<file path="config.mk">
export PLATFORM = sky130hd
export DESIGN_NAME = thread_fetch_scheduler
export DESIGN_NICKNAME = d
export VERILOG_FILES = /design/src/rtl/thread_fetch_scheduler.sv
export SDC_FILE = /design/constraint.sdc
export NUM_CORES = 1
export LEC_CHECK = 0
export BUFFER_PORTS_ARGS = -buffer_cell sky130_fd_sc_hd__buf_2
export CELL_PAD_IN_SITES_DETAIL_PLACEMENT = 1
export CELL_PAD_IN_SITES_GLOBAL_PLACEMENT = 1
export CORE_AREA = 2 2 215 217
export DETAILED_ROUTE_END_ITERATION = 10
export DIE_AREA = 0 0 217 219
export PLACE_DENSITY = 0.81
export SETUP_SLACK_MARGIN = 0.1
export SLEW_MARGIN = 20
export SYNTH_ARGS = -nofsm -noshare
export SYNTH_HDL_FRONTEND = slang
export SYNTH_SLANG_ARGS = --single-unit
</file>
<file path="constraint.sdc">
create_clock -name clk -period 4.4 [get_ports clk]
set_clock_uncertainty 0.1 [all_clocks]
set_input_delay 0.66 -clock clk [delete_from_list [all_inputs] [get_ports clk]]
set_output_delay 0.66 -clock clk [all_outputs]
set_load 0.005 [all_outputs]
</file>
<file path="src/rtl/thread_fetch_scheduler.sv">
// Round-robin hardware-thread fetch scheduler: one PC and block bit per thread,
// picks one eligible thread per cycle and issues its PC/TID with one-cycle latency.

module thread_fetch_slot #(
    parameter int                XLEN     = 32,
    parameter logic [XLEN-1:0]   RESET_PC = '0
) (
    input  logic            clk,
    input  logic            rst,
    input  logic            thread_en,
    input  logic            block_set,
    input  logic            block_clr,
    input  logic            redirect_hit,
    input  logic [XLEN-1:0] redirect_pc,
    input  logic            advance,
    output logic [XLEN-1:0] pc,
    output logic            eligible
);
    logic blocked;

    // A redirect or a block request landing this cycle must keep the thread
    // out of selection so a stale PC is never issued.
    assign eligible = thread_en & ~blocked & ~block_set & ~redirect_hit;

    always_ff @(posedge clk) begin
        if (rst) begin
            pc      <= RESET_PC;
            blocked <= 1'b0;
        end else begin
            if (redirect_hit)
                pc <= redirect_pc;
            else if (advance)
                pc <= pc + XLEN'(4);
            blocked <= (blocked | block_set) & ~(block_clr & ~block_set);
        end
    end
endmodule

module thread_fetch_scheduler #(
    parameter int                XLEN        = 32,
    parameter int                NUM_THREADS = 8,
    parameter int                TID_WIDTH   = 3,
    parameter logic [XLEN-1:0]   RESET_PC    = '0
) (
    input  logic                   clk,
    input  logic                   rst,
    input  logic                   stall_i,
    input  logic [NUM_THREADS-1:0] thread_en_i,
    input  logic [NUM_THREADS-1:0] block_set_i,
    input  logic [NUM_THREADS-1:0] block_clr_i,
    input  logic                   redirect_valid_i,
    input  logic [TID_WIDTH-1:0]   redirect_tid_i,
    input  logic [XLEN-1:0]        redirect_pc_i,
    output logic                   fetch_valid_o,
    output logic [XLEN-1:0]        fetch_pc_o,
    output logic [TID_WIDTH-1:0]   fetch_tid_o,
    output logic                   idle_o
);
    logic [NUM_THREADS-1:0][XLEN-1:0] pc;
    logic [NUM_THREADS-1:0]           eligible;
    logic [NUM_THREADS-1:0]           advance;
    logic [TID_WIDTH-1:0]             last_tid;
    logic [TID_WIDTH-1:0]             win_tid;
    logic                             win_found;
    logic [XLEN-1:0]                  redirect_pc_aligned;

    assign redirect_pc_aligned = {redirect_pc_i[XLEN-1:2], 2'b00};

    for (genvar t = 0; t < NUM_THREADS; t++) begin : g_thread
        logic redirect_hit;
        // Out-of-range redirect TIDs match no slot and are dropped here.
        assign redirect_hit = redirect_valid_i && (redirect_tid_i == TID_WIDTH'(t));
        assign advance[t]   = win_found && !stall_i && (win_tid == TID_WIDTH'(t));

        thread_fetch_slot #(
            .XLEN     (XLEN),
            .RESET_PC (RESET_PC)
        ) u_slot (
            .clk          (clk),
            .rst          (rst),
            .thread_en    (thread_en_i[t]),
            .block_set    (block_set_i[t]),
            .block_clr    (block_clr_i[t]),
            .redirect_hit (redirect_hit),
            .redirect_pc  (redirect_pc_aligned),
            .advance      (advance[t]),
            .pc           (pc[t]),
            .eligible     (eligible[t])
        );
    end

    // Search starts just past last_tid and visits last_tid itself last.
    always_comb begin
        logic [TID_WIDTH:0]   sum;
        logic [TID_WIDTH-1:0] idx;
        win_found = 1'b0;
        win_tid   = '0;
        sum       = '0;
        idx       = '0;
        for (int k = 1; k <= NUM_THREADS; k++) begin
            sum = {1'b0, last_tid} + (TID_WIDTH+1)'(k);
            if (sum >= (TID_WIDTH+1)'(NUM_THREADS))
                sum = sum - (TID_WIDTH+1)'(NUM_THREADS);
            idx = sum[TID_WIDTH-1:0];
            if (!win_found && eligible[idx]) begin
                win_found = 1'b1;
                win_tid   = idx;
            end
        end
    end

    always_ff @(posedge clk) begin
        if (rst) begin
            fetch_valid_o <= 1'b0;
            fetch_pc_o    <= '0;
            fetch_tid_o   <= '0;
            idle_o        <= 1'b1;
            last_tid      <= TID_WIDTH'(NUM_THREADS - 1);
        end else if (!stall_i) begin
            if (win_found) begin
                fetch_valid_o <= 1'b1;
                fetch_pc_o    <= pc[win_tid];
                fetch_tid_o   <= win_tid;
                last_tid      <= win_tid;
                idle_o        <= 1'b0;
            end else begin
                fetch_valid_o <= 1'b0;
                idle_o        <= 1'b1;
            end
        end
    end
endmodule

</file>
# Yosys cells after proc, flatten, opt, wreduce, memory -nomap -nowiden
# Index checks and enable logic that the tools add are counted.
# W data, S select, Z words.
[totals] regBits=304 inputBits=63 output_inout_bits=37 word_cells=276
[op_classes] add_sub_neg=24 n_lt_le_gt_ge=17 n_eq_ne=14 muxes=60 bitwise_logic=81 reduce_logical=51
[ops] cell="$mux W32" count=17
[ops] cell="$add A32 B3 Y32 const B" count=8
[ops] cell="$bmux W32 S3" count=1
[ops] cell="$mux W3" count=16
[ops] cell="$and A1 B1 Y1" count=40
[ops] cell="$lt A3 B4 Y1 const B" count=9
[ops] cell="$not A1 Y1" count=33
[ops] cell="$ge A4 B4 Y1 const B" count=8
[ops] cell="$bmux W1 S3" count=8
[ops] cell="$eq A3 B3 Y1 const B" count=8
[ops] cell="$logic_and A1 B1 Y1" count=24
[ops] cell="$sub A3 B1 Y3 const B" count=8
[ops] cell="$mux W1" count=18
[ops] cell="$add A3 B3 Y4 const B" count=4
[ops] cell="$reduce_bool A2 Y1" count=8
[ops] cell="$reduce_or A2 Y1" count=8
[ops] cell="$eq A3 B2 Y1 const B" count=4
[ops] cell="$add A3 B2 Y4 const B" count=2
[ops] cell="$logic_not A1 Y1" count=8
[ops] cell="$or A1 B1 Y1" count=8
[ops] cell="$eq A3 B1 Y1 const B" count=2
[ops] cell="$logic_not A3 Y1" count=2
[ops] cell="$add A3 B1 Y4 const B" count=1
[ops] cell="$add A3 B4 Y4 const B" count=1
[ops] cell="$reduce_and A2 Y1" count=1

# Logic depth before layout (Yosys ltp)
[depth] word_depth=32 depth_mapped=19 depth_no_buf=13

# Modules after synthesis
# Synthesis repeated with hierarchy kept, for this count alone.
[hier_totals] hier_cells=2560 hier_area_um2=20606.0
[modules_own_cells] mod="thread_fetch_slot" instances=8 cells_each=237 area_per_inst_um2=1894.3 seq_area_each_um2=660.6
[modules_own_cells] mod="thread_fetch_scheduler" instances=1 cells_each=664 area_per_inst_um2=5451.5 seq_area_each_um2=800.8

# Worst setup path before layout
# No wires, ideal clock.
[synth_timing] path_kind="register to register" from="register last_tid[0]" to="register g_thread[3].u_slot.pc[30]" setup_time_ps=70 t_arrival_ps=4377 t_required_ps=4230 path_slack_ps=-147 path_stages_with_launch=18 path_buffers=5 period_less_slack_ps=4547 cell_sequence="dfxtp_1 > buf_2 > inv_1 > buf_2 > ha_1 > buf_1 > clkinv_1 > mux4_2 > o31a_1 > o31ai_1 > o311ai_1 > a2111o_1 > buf_2 > or3_1 > buf_2 > nor3b_1 > mux2_2 > a21oi_1"
[synth_between] elab_chain_len=30 elab_cells_between_ends=82 cone_classes="add/sub (16); order compare (8); eq/ne (1); mux (40); reduce/logical (17)"
[synth_rtl] item="from (decl)" line_no="62" source="logic [TID_WIDTH-1:0] last_tid;"
[synth_rtl] item="from (signal assigned)" line_no="118" source="last_tid <= TID_WIDTH'(NUM_THREADS - 1);"
[synth_rtl] item="from (signal assigned)" line_no="124" source="last_tid <= win_tid;"
[synth_rtl] item="$add A3 B1 Y4" line_no="101" source="sum = {1'b0, last_tid} + (TID_WIDTH+1)'(k);"
[synth_rtl] item="$ge A4 B4 Y1 / $sub A3 B1 Y3 (equally long branches)" line_no="102, 103"
[synth_rtl] item="$mux W3" line_no="102" source="if (sum >= (TID_WIDTH+1)'(NUM_THREADS))"
[synth_rtl] item="$bmux W1 S3" line_no="105" source="if (!win_found && eligible[idx]) begin"
[synth_rtl] item="$mux W1 (not written as such)" line_no="105"
[synth_rtl] item="$mux W1" line_no="105"
[synth_rtl] item="$logic_not A1 Y1" line_no="105"
[synth_rtl] item="$logic_and A1 B1 Y1" line_no="105"
[synth_rtl] item="(+14 left out)"
[synth_rtl] item="$logic_and A1 B1 Y1" line_no="105"
[synth_rtl] item="$mux W1" line_no="105"
[synth_rtl] item="$logic_not A1 Y1" line_no="105"
[synth_rtl] item="$logic_and A1 B1 Y1" line_no="105"
[synth_rtl] item="$mux W3 / $mux W1 (equally long branches)" line_no="105"
[synth_rtl] item="$eq A3 B2 Y1 / $logic_and A1 B1 Y1 (equally long branches)" line_no="73" source="assign advance[t] = win_found && !stall_i && (win_tid == TID_WIDTH'(t));"
[synth_rtl] item="$logic_and A1 B1 Y1 *" line_no="73"
[synth_rtl] item="$reduce_bool A2 Y1 (no source line) *"
[synth_rtl] item="to (signal assigned)" line_no="31" source="pc <= redirect_pc;"
[synth_rtl] item="to (signal assigned)" line_no="33" source="pc <= pc + XLEN'(4);"
[synth_rtl] item="to (decl)" line_no="16" source="output logic [XLEN-1:0] pc,"
# Mark *: on every way between the ends. The rest lies on a longest branch, timed or not. The select of a mux whose other input is x is not followed.
# A chain may end at the register's enable or synchronous reset.

# Final worst setup path
[layout_timing] from="input port redirect_tid_i[1]" to="register g_thread[2].u_slot.pc[25]"
[layout_between] elab_chain_len=31 elab_cells_between_ends=83 cone_classes="eq/ne (8); mux (33); bitwise (16); reduce/logical (26)"
[layout_rtl] item="from (decl)" line_no="52" source="input logic [TID_WIDTH-1:0] redirect_tid_i,"
[layout_rtl] item="$eq A3 B1 Y1, or another cell as far along" line_no="72" source="assign redirect_hit = redirect_valid_i && (redirect_tid_i == TID_WIDTH'(t));"
[layout_rtl] item="$logic_and A1 B1 Y1" line_no="72"
[layout_rtl] item="$not A1 Y1" line_no="23" source="assign eligible = thread_en & ~blocked & ~block_set & ~redirect_hit;"
[layout_rtl] item="$and A1 B1 Y1" line_no="23"
[layout_rtl] item="$bmux W1 S3" line_no="105"
[layout_rtl] item="$mux W1 (not written as such)" line_no="105"
[layout_rtl] item="$mux W1" line_no="105"
[layout_rtl] item="$logic_not A1 Y1" line_no="105"
[layout_rtl] item="(+15 left out)"
[layout_rtl] item="$logic_and A1 B1 Y1" line_no="105"
[layout_rtl] item="$mux W1" line_no="105"
[layout_rtl] item="$logic_not A1 Y1" line_no="105"
[layout_rtl] item="$logic_and A1 B1 Y1" line_no="105"
[layout_rtl] item="$mux W3 / $mux W1 (equally long branches)" line_no="105"
[layout_rtl] item="$eq A3 B2 Y1 / $logic_and A1 B1 Y1 (equally long branches)" line_no="73"
[layout_rtl] item="$logic_and A1 B1 Y1" line_no="73"
[layout_rtl] item="$reduce_bool A2 Y1 (no source line)"
[layout_rtl] item="to (signal assigned)" line_no="31"
[layout_rtl] item="to (signal assigned)" line_no="33"
[layout_rtl] item="to (decl)" line_no="16"
# Parallel ways exist; a longest one is shown, timed or not. The select of a mux whose other input is x is not followed.

==> metrics.txt <==
# TYPE chip_impl_metric gauge
chip_impl_metric{name="grt_util_all_layers",unit="%"} 31.3
chip_impl_metric{name="ios",unit=""} 100
chip_impl_metric{name="yosysTopAreaCellShare",unit="%"} 31.2
chip_impl_info{name="cts_tree",value="yes"} 1
chip_impl_metric{name="drt_wl_total",unit="um"} 76600
chip_impl_info{name="worst_hold_path_type",value="primary input to register"} 1
chip_impl_metric{name="fin_crit_sh",unit="%"} 97.8
chip_impl_metric{name="clkSinkCount",unit=""} 286
chip_impl_metric{name="design.final.nets",unit=""} 2737
chip_impl_metric{name="post_synth_fa_ha_maj_area_fraction",unit="%"} 0.683
chip_impl_metric{name="setup-violations-final",unit=""} 0
chip_impl_metric{name="synthDistinctLibCells",unit=""} 81
chip_impl_info{name="outcome",value="complete, no violations"} 1
chip_impl_metric{name="postCtsHoldBufs",unit=""} 0
chip_impl_metric{name="routedWlPerCell",unit="um"} 23.3
chip_impl_metric{name="design.die.area",unit="um^2"} 47500
chip_impl_metric{name="clk_pin_slew",unit="ns"} 0.06
chip_impl_metric{name="die_y",unit="um"} 219
chip_impl_metric{name="overflow",unit=""} 0
chip_impl_metric{name="finish.instance_area",unit="um^2"} 21800
chip_impl_metric{name="finalHoldViolations",unit=""} 0
chip_impl_info{name="synthDominantAreaCellType",value="sky130_fd_sc_hd__dfxtp_1"} 1
chip_impl_metric{name="post-layout-total-power",unit="W"} 0.0131
chip_impl_metric{name="ys_warn_count",unit=""} 0
chip_impl_metric{name="clock_tree.htree_level_count",unit=""} 2
chip_impl_metric{name="detail-route-antenna-nets",unit=""} 0
chip_impl_metric{name="routed-via-count",unit=""} 20800
chip_impl_metric{name="clock_insertion_delay_worst_skew",unit="ns"} 0.56
chip_impl_metric{name="post-route-worst-setup-slack",unit="ns"} 0.0969
chip_impl_metric{name="core",unit="um^2"} 45100
chip_impl_metric{name="compound_cell_area_share_of_the_yosys_netlist",unit="%"} 23.9
chip_impl_info{name="synth_top_family_by_area",value="simple AND/OR/NAND/NOR gates"} 1
chip_impl_metric{name="place_worst_setup_slack",unit="ns"} -0.501
chip_impl_metric{name="maxSlewViolCount",unit=""} 0
chip_impl_metric{name="drt_drc_violations_left",unit=""} 0
chip_impl_metric{name="fin_cells",unit=""} 3291
chip_impl_info{name="worst-setup-path-type",value="primary input to register"} 1
chip_impl_info{name="post_synth_main_area_contributors",value="sky130_fd_sc_hd__dfxtp_1 (31%), sky130_fd_sc_hd__a21oi_1 (7.2%), sky130_fd_sc_hd__nand2_1 (6.2%)"} 1
chip_impl_metric{name="antenna-diode-count",unit=""} 0
chip_impl_metric{name="xor_xnor_share_of_the_synthesized_area",unit="%"} 2.82
chip_impl_metric{name="floorplan.initialDensity",unit="%"} 40.6
chip_impl_metric{name="max-vdd-ir-drop",unit="mV"} 0.490
chip_impl_metric{name="antenna_found_initial",unit=""} 1
chip_impl_metric{name="area_share_of_and_or_nand_nor_cells_after_synthesis",unit="%"} 28.4
chip_impl_metric{name="whs",unit="ns"} 0.232
chip_impl_metric{name="area_growth_syn_to_layout",unit="%"} 19.0
chip_impl_metric{name="dpl_cell_area",unit="um^2"} 20500
chip_impl_info{name="synth_top_flop_cell",value="sky130_fd_sc_hd__dfxtp_1"} 1
chip_impl_metric{name="synth.area.mux_share",unit="%"} 6.09
chip_impl_metric{name="max_slew.worst_pin.slew",unit="ns"} 0.821
chip_impl_info{name="end_kind",value="register"} 1
chip_impl_metric{name="route.detailed.vias_per_inst",unit=""} 6.31
chip_impl_metric{name="post_synth.cell_area_avg",unit="um^2"} 7.25
chip_impl_metric{name="tritoncts.num_buffers",unit=""} 36
chip_impl_metric{name="netlist_instances",unit=""} 2528
chip_impl_metric{name="synthesis.area",unit="um^2"} 18300
chip_impl_metric{name="timing.final.crit_period",unit="ns"} 4.30
chip_impl_metric{name="grt_start_max_net_pins",unit=""} 140
chip_impl_metric{name="timing.slew.headroom",unit="%"} 45.2
chip_impl_metric{name="ratio_of_cells_with_drive_above_1_in_the_final_layout",unit="%"} 17.4
chip_impl_metric{name="critical_path.max_fanout",unit=""} 8
chip_impl_metric{name="synth-async-reset-ratio",unit="%"} 0
chip_impl_info{name="cp-start-kind",value="primary input"} 1
chip_impl_metric{name="ys_ff_latch",unit=""} 286
chip_impl_metric{name="drt_iter0_markers",unit=""} 2004
chip_impl_metric{name="synth_enable_flop_cells",unit=""} 0
chip_impl_metric{name="fmax",unit="MHz"} 232
chip_impl_metric{name="drtPass1Iterations",unit=""} 8
chip_impl_metric{name="num_rows",unit=""} 78
chip_impl_metric{name="max-cap-violations",unit=""} 0
chip_impl_metric{name="synth-seq-area-share",unit="%"} 31.2
chip_impl_metric{name="arrival",unit="ns"} 4.61
chip_impl_metric{name="die_w",unit="um"} 217
chip_impl_metric{name="port_buffers",unit=""} 95
chip_impl_info{name="synth_common_cells",value="sky130_fd_sc_hd__nand2_1 (305), sky130_fd_sc_hd__dfxtp_1 (286), sky130_fd_sc_hd__a21oi_1 (263), sky130_fd_sc_hd__nor2_1 (263), sky130_fd_sc_hd__o21ai_0 (174)"} 1
chip_impl_metric{name="grt_pass1_vias",unit=""} 20500
chip_impl_metric{name="power_density",unit="nW/um^2"} 599
chip_impl_info{name="buffer_type_at_the_clock_tree_root",value="sky130_fd_sc_hd__clkbuf_16"} 1
chip_impl_metric{name="placedCellCount",unit=""} 3218
chip_impl_metric{name="routabilityCongestion",unit=""} 0.906
chip_impl_metric{name="worst-endpoint-required",unit="ns"} 4.71
chip_impl_metric{name="clock_tree.buffer_depth",unit=""} 3
chip_impl_info{name="rsz_0062_raised_after_global_routing",value="yes"} 1
chip_impl_metric{name="first_pass_grt_wire_length",unit="um"} 118000
chip_impl_metric{name="total_leakage_power",unit="nW"} 7.94
chip_impl_info{name="post-synth-top-count-cell",value="sky130_fd_sc_hd__nand2_1"} 1
chip_impl_metric{name="place_hpwl",unit="um"} 56900
worst paths after layout:
kind / from / slack [ns] / endpoint / depth (start not counted)
worst max-delay path: redirect_tid_i[1] / 0.1 / g_thread[2].u_slot.pc[25] / 15
worst min-delay path: block_set_i[2] / 0.23 / g_thread[2].u_slot.blocked / 3
worst max register to register: last_tid[0] / 0.14 / g_thread[2].u_slot.pc[25] / 14
worst min register to register: fetch_pc_o[6] / 0.35 / fetch_pc_o[6] / 2
worst max-delay path, cell delays in order:
cell and delay [ns]:
sky130_fd_sc_hd__buf_2 0.13, sky130_fd_sc_hd__buf_12 0.13, sky130_fd_sc_hd__or4b_1 0.57, sky130_fd_sc_hd__and3_4 0.24, sky130_fd_sc_hd__mux2i_2 0.24, sky130_fd_sc_hd__mux4_2 0.34, sky130_fd_sc_hd__a32oi_1 0.12, sky130_fd_sc_hd__or2_0 0.28
sky130_fd_sc_hd__a2111o_1 0.58, sky130_fd_sc_hd__buf_12 0.21, sky130_fd_sc_hd__nor3_4 0.19, sky130_fd_sc_hd__buf_4 0.19, sky130_fd_sc_hd__nand4_1 0.12, sky130_fd_sc_hd__xor2_1 0.19, sky130_fd_sc_hd__a211oi_1 0.41
repair_timing:
| item | CTS | global route |
|---|---|---|
| setup endpoints to repair | 13 | 66 |
| pin swaps | 0 | 6 |
| resized for setup | 1 | 14 |
| setup buffers | 0 | 7 |
| cloned | 0 | 1 |
power breakdown:
part	internal [W]	leakage [nW]	switching, W
Clock	0.00174	0.581	0.00127
Sequential	0.00286	2.32	0.000371
Combinational	0.00274	5.03	0.00407
metrics by stage:
stage / setup TNS, ns / util [%]
6_report: 0 / 48.4
5_1_grt: -0.00694 / 48.4
4_1_cts: 0 / 48.1
3_5_place_dp: -59.00 / 45.5
3_3_place_gp: -29.43 / 45.5
2_1_floorplan: 0 / -
cell families after synthesis:
| family | Yosys count |
|---|---|
| AO/OA/AOI/OAI | 719 |
| XOR/XNOR | 59 |
| adder cells (fa/ha/maj) | 10 |
| buffers and inverters | 307 |
| flip-flops | 286 |
| multiplexers | 70 |
| other | 1 |
| AND/OR/NAND/NOR | 1076 |
sequential cells by signal (all words and copies together) (netlist names):
signal	flops
fetch_valid_o	1
last_tid	3
g_thread.u_slot.pc	240
g_thread.u_slot.blocked	8
idle_o	1
fetch_tid_o	3
fetch_pc_o	30
layout make-up:
class,count,area [um^2]
Timing Repair Buffer,304,2290
Fill cell,5677,23300
Clock inverter,12,92.6
Multi-Input combinational cell,1937,11500
Tap cell,600,751
Clock buffer,53,1070
Sequential cell,286,5730
Inverter,99,372
cells in the final DEF (no fill, tap or decap), types with 16 or more instances in the layout:
cell	Yosys	routed
sky130_fd_sc_hd__nor2_1	263	259
sky130_fd_sc_hd__buf_12	0	19
sky130_fd_sc_hd__xnor2_1	38	37
sky130_fd_sc_hd__o21ai_0	174	174
sky130_fd_sc_hd__inv_1	97	96
sky130_fd_sc_hd__and2_1	23	23
sky130_fd_sc_hd__a22oi_1	16	16
sky130_fd_sc_hd__nor3_1	76	75
sky130_fd_sc_hd__mux2_2	18	18
sky130_fd_sc_hd__mux2i_1	20	18
sky130_fd_sc_hd__a32oi_1	76	76
sky130_fd_sc_hd__a211oi_1	29	28
sky130_fd_sc_hd__nand4_1	40	40
sky130_fd_sc_hd__and3_1	91	91
sky130_fd_sc_hd__dfxtp_1	286	286
sky130_fd_sc_hd__o211ai_1	36	36
sky130_fd_sc_hd__xor2_1	21	20
sky130_fd_sc_hd__a31oi_1	43	42
sky130_fd_sc_hd__mux4_2	31	31
sky130_fd_sc_hd__buf_4	5	189
sky130_fd_sc_hd__a21oi_1	263	263
sky130_fd_sc_hd__nand3_1	165	164
sky130_fd_sc_hd__or3_1	17	17
sky130_fd_sc_hd__nand2_1	305	305
sky130_fd_sc_hd__nor4_1	22	20
sky130_fd_sc_hd__buf_2	40	94
sky130_fd_sc_hd__clkbuf_16	0	37
metal layers:
layer	wire [um]	global-route usage [%]	vias up
li1	-	-	9432
met1	32000	40.2	10400
met2	36300	53.3	788
met3	5110	3.55	181
met4	3180	13.5	0
met5	0	0	-
Note: power is estimated with default switching activity, not from simulation.
